**src/rtl/cam_pixel_capture.sv**
```systemverilog
// Camera RGB444 byte-pair stream to 12-bit frame-buffer writes, in the pixel-clock domain.
// WriteEn rises one clock after the second byte of a pixel reaches data_q; no backpressure.
module cam_pixel_capture #(
  parameter int H_ACTIVE = 640,
  parameter int V_ACTIVE = 480,
  parameter int ADDR_W   = 19
) (
  input  logic              clk,
  input  logic              reset,
  input  logic              enable,
  input  logic              cam_vsynk,
  input  logic              cam_href,
  input  logic [7:0]        cam_data,
  output logic              WriteEn,
  output logic [ADDR_W-1:0] WriteAdd,
  output logic [11:0]       WriteData,
  output logic              frame_done,
  output logic              line_err,
  output logic [7:0]        frame_count
);

  localparam int PW = $clog2(H_ACTIVE + 1);
  localparam int LW = $clog2(V_ACTIVE + 1);
  localparam logic [PW-1:0]     H_MAX  = PW'(H_ACTIVE);
  localparam logic [LW-1:0]     V_MAX  = LW'(V_ACTIVE);
  localparam logic [LW-1:0]     V_LAST = LW'(V_ACTIVE - 1);
  localparam logic [ADDR_W-1:0] H_ADDR = ADDR_W'(H_ACTIVE);

  typedef enum logic [1:0] {IDLE, ARMED, CAPTURE} state_t;
  state_t state, state_nxt;

  logic              vs_q, href_q, vs_d, href_d;
  logic [7:0]        data_q;
  logic              phase, ovf, we_r;
  logic [3:0]        r_lat;
  logic [PW-1:0]     pixel;
  logic [LW-1:0]     line;
  logic [ADDR_W-1:0] line_base;

  logic          vs_rise, vs_fall, href_rise, href_fall;
  logic          byte_vld, close_line, pix_ok, ovf_cur;
  logic [PW-1:0] pix_cur;

  assign vs_rise   = vs_q & ~vs_d;
  assign vs_fall   = ~vs_q & vs_d;
  assign href_rise = href_q & ~href_d;
  assign href_fall = ~href_q & href_d;

  // A line still open when vsync rises is closed exactly like an href fall.
  assign byte_vld   = (state == CAPTURE) && href_q && !vs_rise;
  assign close_line = (state == CAPTURE) && (href_fall || (vs_rise && href_q));
  assign pix_cur    = href_rise ? '0 : pixel;
  assign ovf_cur    = href_rise ? 1'b0 : ovf;
  assign pix_ok     = (pix_cur < H_MAX) && (line < V_MAX);

  // Reset gates the strobe combinationally so a write never escapes the reset cycle.
  assign WriteEn = we_r & ~reset;

  always_comb begin
    state_nxt = state;
    case (state)
      IDLE:    if (enable && vs_q) state_nxt = ARMED;
      ARMED:   if (vs_fall) state_nxt = CAPTURE;
      CAPTURE: if (vs_rise) state_nxt = enable ? ARMED : IDLE;
      default: state_nxt = IDLE;
    endcase
  end

  always_ff @(posedge clk) begin
    if (reset) state <= IDLE;
    else       state <= state_nxt;
  end

  always_ff @(posedge clk) begin
    if (reset) begin
      vs_q        <= 1'b0;
      href_q      <= 1'b0;
      vs_d        <= 1'b0;
      href_d      <= 1'b0;
      data_q      <= '0;
      phase       <= 1'b0;
      ovf         <= 1'b0;
      r_lat       <= '0;
      pixel       <= '0;
      line        <= '0;
      line_base   <= '0;
      we_r        <= 1'b0;
      WriteAdd    <= '0;
      WriteData   <= '0;
      frame_done  <= 1'b0;
      line_err    <= 1'b0;
      frame_count <= '0;
    end else begin
      vs_q       <= cam_vsynk;
      href_q     <= cam_href;
      data_q     <= cam_data;
      vs_d       <= vs_q;
      href_d     <= href_q;
      we_r       <= 1'b0;
      frame_done <= 1'b0;
      line_err   <= 1'b0;

      if (state == ARMED && vs_fall) begin
        line      <= '0;
        line_base <= '0;
        pixel     <= '0;
        phase     <= 1'b0;
        ovf       <= 1'b0;
      end

      if (byte_vld) begin
        phase <= ~phase;
        ovf   <= ovf_cur;
        pixel <= pix_cur;
        if (!phase) begin
          r_lat <= data_q[3:0];
        end else begin
          if (pix_ok) begin
            we_r      <= 1'b1;
            WriteAdd  <= line_base + ADDR_W'(pix_cur);
            WriteData <= {r_lat, data_q};
          end
          // Pixels past the end of the line are only remembered as an overflow.
          if (pix_cur != H_MAX) pixel <= pix_cur + 1'b1;
          else                  ovf   <= 1'b1;
        end
      end

      if (close_line) begin
        line_err <= phase || ovf || (pixel != H_MAX);
        phase    <= 1'b0;
        if (pixel != '0) begin
          if (line != V_MAX)  line      <= line + 1'b1;
          if (line < V_LAST)  line_base <= line_base + H_ADDR;
        end
      end

      if (state == CAPTURE && vs_rise) begin
        frame_done  <= 1'b1;
        frame_count <= frame_count + 1'b1;
      end
    end
  end

endmodule

```
**config.mk**
```make
export PLATFORM = sky130hd
export DESIGN_NAME = cam_pixel_capture
export DESIGN_NICKNAME = d
export VERILOG_FILES = /design/src/rtl/cam_pixel_capture.sv
export SDC_FILE = /design/constraint.sdc
export NUM_CORES = 1
export LEC_CHECK = 0
export ABC_AREA = 1
export CELL_PAD_IN_SITES_DETAIL_PLACEMENT = 1
export CELL_PAD_IN_SITES_GLOBAL_PLACEMENT = 1
export CORE_AREA = 2 2 113 115
export DETAILED_ROUTE_END_ITERATION = 16
export DIE_AREA = 0 0 115 117
export HOLD_SLACK_MARGIN = 0.08
export PLACE_DENSITY_LB_ADDON = 0.1
export SLEW_MARGIN = 20
export SYNTH_ARGS = -nofsm -noshare
export SYNTH_HDL_FRONTEND = slang
export SYNTH_SLANG_ARGS = --single-unit
```
**constraint.sdc**
```tcl
create_clock -name clk -period 2.2 [get_ports clk]
set_input_delay 0.44 -clock clk [delete_from_list [all_inputs] [get_ports clk]]
set_output_delay 0.44 -clock clk [all_outputs]
set_load 0.02 [all_outputs]
```
==> flow_summary.rst, run 1 <==
.. list-table::
   :header-rows: 1

   * - Metric
     - Value
   * - Endpoint type of the worst setup path
     - flip-flop
   * - Post-synthesis xor/xnor area fraction
     - 0.0249
   * - Horiz. Die Dim
     - 115 um
   * - R2R cell count
     - 18
   * - Hold-fix buffers, CTS
     - 0
   * - Run status
     - finished clean
   * - Flops & latches, synth
     - 100
   * - Compound-cell area share of the yosys netlist
     - 0.157
   * - Synthesis-to-layout area growth
     - 25.3%
   * - Cell internal power dissipation
     - roughly 2.8 mW
   * - Worst Hold Depth
     - 2
   * - Total of max-cap violations
     - 0
   * - All-Layer GR Usage
     - 0.228
   * - Utilization after layout
     - 0.502
   * - Slew at the pin closest to its max-slew limit
     - ~550 ps
   * - Sequential cell area
     - 0.00200 mm2
   * - Total iterations of the first detailed-routing run
     - 4
   * - Adder-cell area share of the yosys netlist
     - 0.0396
   * - Endpoint of the worst hold path
     - WriteData[4]$_SDFFE_PP0P_
   * - Final count of negative-setup-slack endpoints
     - 0
   * - Via density per instance
     - ~5.1
   * - Cell variety after synth
     - 43
   * - Setup total negative slack
     - 0 ps
   * - Leftover overflow at the end of global routing
     - 0
   * - CTS H-Tree Depth
     - 3
   * - Clock network latency to the later pin of the worst-skew pair
     - between 300 and 400 ps
   * - Category of the critical setup timing path
     - reg2reg
   * - Final layout net count
     - about 790
   * - Worst clock skew
     - 8.45 ps
   * - Post-Syn Instances
     - slightly below 700
   * - Detailed Route Iter0 Violations
     - roughly 210
   * - Combinational power share
     - 0.031
   * - Design Area, Final
     - around 0.0062 mm2
   * - Fraction of the yosys area taken by sequential cells
     - 0.406
   * - Hold Path Origin
     - data_q[4]$_SDFF_PP0_
   * - Floorplan core area
     - between 0.01 and 0.015 mm2
   * - Number of antenna cells inserted
     - 0
   * - Clock power frac
     - 0.457
   * - CTS tree
     - yes
   * - Number of fill cells in the layout
     - ~1500
   * - Number of placement rows
     - 41
   * - Mapped Area
     - between 0.004 and 0.005 mm2
   * - Multi-input combinational cell area
     - between 0.002 and 0.003 mm2
   * - Post-DP Area
     - 0.00575 mm2
   * - Full die area
     - 0.0135 mm2
   * - Reg-to-reg startpoint
     - href_d$_SDFF_PP0_
   * - Root buffer cell
     - sky130_fd_sc_hd__clkbuf_16
   * - Maximum fanout along the worst path
     - 8
   * - Required @ worst endpoint
     - roughly 2500 ps
   * - Period utilization
     - 0.914
   * - Leak pwr
     - 2.46 nW
   * - Fin crit period
     - a little over 2000 ps
   * - Avg Synthesized Cell Area
     - 7.09 um2
   * - Highest ir drop seen on vdd
     - roughly 280 uV
   * - Arrival time at the worst endpoint
     - 2270 ps
   * - Wire length per cell after detailed routing
     - approximately 16 um
   * - Flop pwr share
     - 0.513
   * - Pin count of the biggest net entering global routing
     - 36
   * - Startpoint class of the critical path
     - flip-flop
   * - Fraction of layout instances using a drive strength above 1
     - 0.137
   * - Residual DRC count
     - 0
   * - Overall die height
     - 117 um
   * - Synth warnings
     - 0
   * - Switching portion of total power
     - 0.227
   * - Deepest clock path buffer count
     - 2
   * - Hpwl dp
     - between 10000 and 15000 um
   * - Placed cells
     - ~900
   * - Endpoint of the lowest-slack register-to-register path
     - WriteAdd[11]$_SDFFE_PP0P_
   * - Slew margin rel.
     - 0.632
   * - Via count
     - ~4700
   * - Multiplexer area fraction after synthesis
     - 0
   * - I/O pin total
     - 55
   * - First-pass GRT wire length
     - 24100 um
   * - Post-route antenna net violation count
     - 0
   * - CTS sink cnt
     - 100
   * - Path type of the worst min-delay path
     - reg2reg
   * - Antenna violations before repair
     - 0
   * - Unrepaired setup endpoints after global routing
     - no
   * - Via count of the first global-routing pass
     - 4831
   * - Highest clock rate
     - 497 MHz
   * - Number of buffer cells added on primary ports
     - 54
   * - Dominant combinational cell family by area after synthesis
     - simple AND/OR/NAND/NOR gates
   * - Initial Utilization
     - 0.400
   * - Pwr dens
     - 578 mW/mm2
   * - CTS Buf Count
     - 9
   * - Sw Pwr
     - 0.809 mW
   * - Final instance count without filler cells
     - between 900 and 1000
   * - Simple-gate area share of the yosys netlist
     - 0.278
   * - Setup slack of the worst register-to-register path
     - 190 ps
   * - First element of the critical path
     - href_d$_SDFF_PP0_
   * - Count of endpoints failing hold in the final timing report
     - 0
   * - Gpl congestion
     - 0.862
   * - Number of nets in the synthesized netlist
     - 723
   * - Clock slew seen by the registers of the worst setup and hold paths
     - 70 ps
   * - Final wirelength
     - 14800 um
   * - Final Slew Violations
     - 0
[final cells by class]
| type | instances | area share |
|---|---|---|
| well taps | 150 | 0.0304 |
| clock buffers | 10 | 0.0371 |
| multi-input cells | 476 | 0.414 |
| flip-flops and latches | 100 | 0.324 |
| repair buffers | 80 | 0.120 |
| inverters | 99 | 0.0620 |
| clock inverters | 6 | 0.0113 |
[kinds of logic (layout without fill, tap and decap cells)]
kind of cell,Yosys count,count (layout)
AOI/OAI and AO/OA,138,138
buffers and inverters,119,195
adders and majority gates,15,15
DFF,100,100
and+or+nand+nor,309,309
xor gates and xnor gates,14,14
[registers in the layout, summed over array words and instances, names as in the netlist]
register and count:
state 2, data_q 8, WriteAdd 19, frame_count 8, line_base 19, frame_done 1
vs_d 1, ovf 1, we_r 1, href_d 1, phase 1, href_q 1
WriteData 12, line 9, line_err 1, pixel 10, vs_q 1, r_lat 4
[cells in the mapped netlist (all sizes together)]
cell,number,area share
o21a,10,0.015
nor4,4,0.0051
o2111ai,1,0.0018
dfxtp,100,0.41
inv,98,0.075
buf,13,0.013
o311ai,1,0.0018
clkbuf,7,0.0053
fa,1,0.0041
o22ai,1,0.0013
o211ai,3,0.0046
ha,14,0.036
or2,4,0.0051
a21oi,65,0.068
a211oi,2,0.0030
and2,2,0.0025
a21o,1,0.0015
nor2,84,0.070
a311oi,1,0.0018
clkinv,1,0.0010
nand4,7,0.010
nand3,40,0.041
nand2,152,0.12
nor3,15,0.018
xnor2,4,0.0071
nor3b,1,0.0015
o21ai,48,0.050
o21bai,5,0.0076
xor2,10,0.018
[cells in the final DEF (no fill, tap or decap), types with 4 or more instances in the layout]
| cell type | n |
|---|---|
| sky130_fd_sc_hd__a21oi_1 | 61 |
| sky130_fd_sc_hd__buf_4 | 25 |
| sky130_fd_sc_hd__clkbuf_16 | 9 |
| sky130_fd_sc_hd__clkdlybuf4s50_1 | 53 |
| sky130_fd_sc_hd__dfxtp_1 | 99 |
| sky130_fd_sc_hd__ha_1 | 10 |
| sky130_fd_sc_hd__inv_1 | 82 |
| sky130_fd_sc_hd__inv_2 | 14 |
| sky130_fd_sc_hd__nand2_1 | 137 |
| sky130_fd_sc_hd__nand2_2 | 11 |
| sky130_fd_sc_hd__nand2_4 | 4 |
| sky130_fd_sc_hd__nand3_1 | 40 |
| sky130_fd_sc_hd__nand4_1 | 6 |
| sky130_fd_sc_hd__nor2_1 | 70 |
| sky130_fd_sc_hd__nor2_2 | 10 |
| sky130_fd_sc_hd__nor2_4 | 4 |
| sky130_fd_sc_hd__nor3_1 | 12 |
| sky130_fd_sc_hd__nor4_1 | 4 |
| sky130_fd_sc_hd__o21a_1 | 10 |
| sky130_fd_sc_hd__o21ai_0 | 30 |
| sky130_fd_sc_hd__o21ai_1 | 15 |
| sky130_fd_sc_hd__o21bai_1 | 5 |
| sky130_fd_sc_hd__xnor2_1 | 4 |
| sky130_fd_sc_hd__xor2_1 | 10 |
[per-layer routing]
| layer | vias to the layer above | global-route usage | part of all wire |
|---|---|---|---|
| met5 | - | 0 | 0 |
| met1 | 2258 | 0.277 | 0.45 |
| met3 | 20 | 0.0371 | 0.026 |
| li1 | 2378 | - | - |
| met4 | 0 | 0.0803 | 0.018 |
| met2 | 53 | 0.408 | 0.51 |
[critical path, stage by stage (launching register included)]
cell,delay [ps]
sky130_fd_sc_hd__dfxtp_2,340
sky130_fd_sc_hd__inv_2,50
sky130_fd_sc_hd__nand2_4,130
sky130_fd_sc_hd__inv_8,70
sky130_fd_sc_hd__nor2_4,100
sky130_fd_sc_hd__ha_1,230
sky130_fd_sc_hd__a21o_1,150
sky130_fd_sc_hd__nand2_1,60
sky130_fd_sc_hd__nand2_1,70
sky130_fd_sc_hd__nand2_1,90
sky130_fd_sc_hd__nand2_2,70
sky130_fd_sc_hd__nand2_1,80
sky130_fd_sc_hd__nand2_2,80
sky130_fd_sc_hd__nand2_1,110
sky130_fd_sc_hd__nand2_1,50
sky130_fd_sc_hd__nand2_1,60
sky130_fd_sc_hd__nand3_1,60
sky130_fd_sc_hd__nand2_1,70
sky130_fd_sc_hd__inv_1,40
[power by group through the flow]
stage / Combinational (mW) / Clock [mW] / Sequential [mW]
finish: 0.109 / 1.63 / 1.83
detailed placement: 0.104 / 0 / 1.87
CTS: 0.105 / 1.67 / 1.83
floorplan: 0.0534 / 0 / 1.87
global placement: 0.102 / 0 / 1.87
global route: 0.120 / 1.75 / 1.83
[stage by stage]
step / hold WS, ps / setup slack [ps] / power, mW
after detailed placement: 444 / 6.48 / 1.98
after global routing: 471 / 5.31 / 3.70
final: 449 / 189 / 3.57
after global placement: 432 / 105 / 1.97
after CTS: 455 / 24.7 / 3.60
after floorplan: 423 / 220 / 1.92
[what timing repair did]
item,in CTS,in global routing
pin swaps,0,4
endpoints found under the setup margin,2,17
setup buffers,0,3
gates cloned,0,0
gates resized for setup,1,27
[worst max-delay path by stage]
stage	to	cells past startpoint
floorplan	WriteAdd[18]$_SDFFE_PP0P_	15
global placement	WriteAdd[14]$_SDFFE_PP0P_	15
detailed placement	WriteAdd[16]$_SDFFE_PP0P_	15
CTS	WriteAdd[11]$_SDFFE_PP0P_	18
global route	WriteAdd[16]$_SDFFE_PP0P_	14
finish	WriteAdd[11]$_SDFFE_PP0P_	18
Power figures use the tool's default switching activity.
==> run 2: changes to the inputs <==
CORE_AREA = 2 2 109 111   (was 2 2 113 115)
DIE_AREA = 0 0 111 113   (was 0 0 115 117)
clock period = 2.4 ns   (was 2.2 ns; I/O delays follow)
==> flow_summary.rst, run 2 (same netlist as run 1, synthesis figures left out) <==
.. list-table::
   :header-rows: 1

   * - Metric
     - Value
   * - Run status
     - finished clean
   * - Floorplan core area
     - ~0.011 mm2
   * - Multi-input combinational cell area
     - roughly 0.0025 mm2
   * - Deepest clock path buffer count
     - 2
   * - Slew at the pin closest to its max-slew limit
     - 569 ps
   * - Final Slew Violations
     - 0
   * - Full die area
     - approximately 0.013 mm2
   * - Post-route antenna net violation count
     - 0
   * - Number of antenna cells inserted
     - 0
   * - Category of the critical setup timing path
     - reg2reg
   * - Via count of the first global-routing pass
     - a little under 5000
   * - First-pass GRT wire length
     - approximately 24000 um
   * - Gpl congestion
     - between 0.8 and 0.9
   * - Biggest registers after layout
     - WriteAdd (19), line_base (19), WriteData (12)
   * - Hpwl dp
     - around 11000 um
   * - Design Area, Final
     - approximately 0.0060 mm2
   * - Pwr dens
     - ~570 mW/mm2
   * - Hold-fix buffers, CTS
     - 0
   * - Overall die height
     - ~110 um
   * - Utilization after layout
     - 0.536
   * - Arrival time at the worst endpoint
     - 2460 ps
   * - Via density per instance
     - about 5.2
   * - Final count of negative-setup-slack endpoints
     - 0
   * - Buffer count from post-CTS setup fixing
     - 0
   * - Final wirelength
     - between 10000 and 15000 um
   * - Synthesis-to-layout area growth
     - 22.6%
   * - Final layout net count
     - between 700 and 800
   * - CTS Buf Count
     - 9
   * - Wire length per cell after detailed routing
     - 15.6 um
   * - I/O pin total
     - 55
   * - Leftover overflow at the end of global routing
     - 0
   * - CTS tree
     - yes
   * - Fin crit period
     - approximately 2200 ps
   * - Fraction of layout instances using a drive strength above 1
     - 0.103
   * - Unrepaired setup endpoints after global routing
     - yes
   * - Worst clock skew
     - between 10 and 15 ps
   * - CTS H-Tree Depth
     - 3
   * - Commonest cells after routing, fill and taps aside
     - 142 x sky130_fd_sc_hd__nand2_1, 99 x sky130_fd_sc_hd__dfxtp_1, 82 x sky130_fd_sc_hd__inv_1, 73 x sky130_fd_sc_hd__nor2_1, 64 x sky130_fd_sc_hd__a21oi_1
   * - Period utilization
     - 0.915
   * - Count of endpoints failing hold in the final timing report
     - 0
   * - Sequential cell area
     - around 0.0020 mm2
   * - CTS resizes
     - 0
   * - Setup slack of the worst register-to-register path
     - 200 ps
   * - Detailed Route Iter0 Violations
     - between 100 and 150
   * - Endpoint type of the worst setup path
     - flip-flop
   * - All-Layer GR Usage
     - 0.236
   * - Pin count of the biggest net entering global routing
     - 33
   * - Smallest hold slack
     - about 450 ps
   * - Clock network latency to the later pin of the worst-skew pair
     - around 360 ps
   * - Highest clock rate
     - 455 MHz
   * - Leading cell type in the layout, fill and taps excluded
     - sky130_fd_sc_hd__nand2_1
   * - Initial Utilization
     - 0.437
   * - Residual DRC count
     - 0
   * - Post-DP Area
     - approximately 0.0057 mm2
   * - Total of max-cap violations
     - 0
   * - Leak pwr
     - roughly 2.4 nW
   * - Clock slew seen by the registers of the worst setup and hold paths
     - around 70 ps
   * - Slew margin rel.
     - 0.617
   * - CTS sink cnt
     - 100
   * - Startpoint class of the critical path
     - flip-flop
   * - Number of fill cells in the layout
     - between 1000 and 1500
   * - Horiz. Die Dim
     - roughly 110 um
   * - Maximum fanout along the worst path
     - 8
   * - Setup total negative slack
     - 0 ps
   * - Number of buffer cells added on primary ports
     - 54
   * - Root buffer cell
     - sky130_fd_sc_hd__clkbuf_16
   * - Required @ worst endpoint
     - between 2000 and 3000 ps
   * - Antenna violations before repair
     - 0
   * - Total iterations of the first detailed-routing run
     - 4
   * - Via count
     - between 4000 and 5000
   * - Highest ir drop seen on vdd
     - 464 uV
   * - Number of placement rows
     - 39
   * - Path type of the worst min-delay path
     - reg2reg
run 2: final timing paths:
path                             start                        end  depth (start not counted)
hold / removal    data_q[7]$_SDFF_PP0_  WriteData[7]$_SDFFE_PP0P_                          2
hold reg to reg   data_q[7]$_SDFF_PP0_  WriteData[7]$_SDFFE_PP0P_                          2
setup reg to reg     href_d$_SDFF_PP0_  WriteAdd[10]$_SDFFE_PP0P_                         16
setup / recovery     href_d$_SDFF_PP0_  WriteAdd[10]$_SDFFE_PP0P_                         16
run 2: where the power goes:
group	switching [mW]	total, mW	internal [mW]
clock	0.669	1.69	1.02
sequential	0.00777	1.68	1.67
combinational	0.0573	0.0932	0.0359
total	0.734	3.46	2.73
run 2: critical path: stages (launching register included):
cell	delay [ps]
sky130_fd_sc_hd__dfxtp_1	320
sky130_fd_sc_hd__inv_2	80
sky130_fd_sc_hd__nand2_4	80
sky130_fd_sc_hd__inv_2	150
sky130_fd_sc_hd__nor2_4	60
sky130_fd_sc_hd__ha_1	200
sky130_fd_sc_hd__fa_1	400
sky130_fd_sc_hd__nand3_1	110
sky130_fd_sc_hd__nand2_1	70
sky130_fd_sc_hd__nand3_1	70
sky130_fd_sc_hd__nand2_1	80
sky130_fd_sc_hd__nand2_1	90
sky130_fd_sc_hd__nand2_1	100
sky130_fd_sc_hd__nand2_1	80
sky130_fd_sc_hd__nand3_1	100
sky130_fd_sc_hd__nand2_1	80
sky130_fd_sc_hd__inv_1	40
run 2: final cells by class:
| class | instances | share of cell area |
|---|---|---|
| multi-input combinational | 476 | 0.414 |
| sequential | 100 | 0.332 |
| timing repair buffer | 66 | 0.106 |
| inverter | 99 | 0.0621 |
| clock buffer | 9 | 0.0373 |
| tap | 143 | 0.0296 |
| clock inverter | 7 | 0.0199 |
run 2: stage by stage:
step | setup WS, ps | instances | total power [mW]
detailed placement | 96.0 | 884 | 1.81
global route | -55.4 | 900 | 3.57
CTS | 90.7 | 900 | 3.51
floorplan | 420 | 695 | 1.76
global placement | 240 | 884 | 1.81
finish | 203 | 900 | 3.46
run 2: routing by layer:
layer,vias up,GRT usage,routed length [um]
met5,-,0,0
met4,0,0.0733,275
met3,22,0.0487,493
met2,74,0.416,6980
met1,2249,0.291,6330
li1,2344,-,-
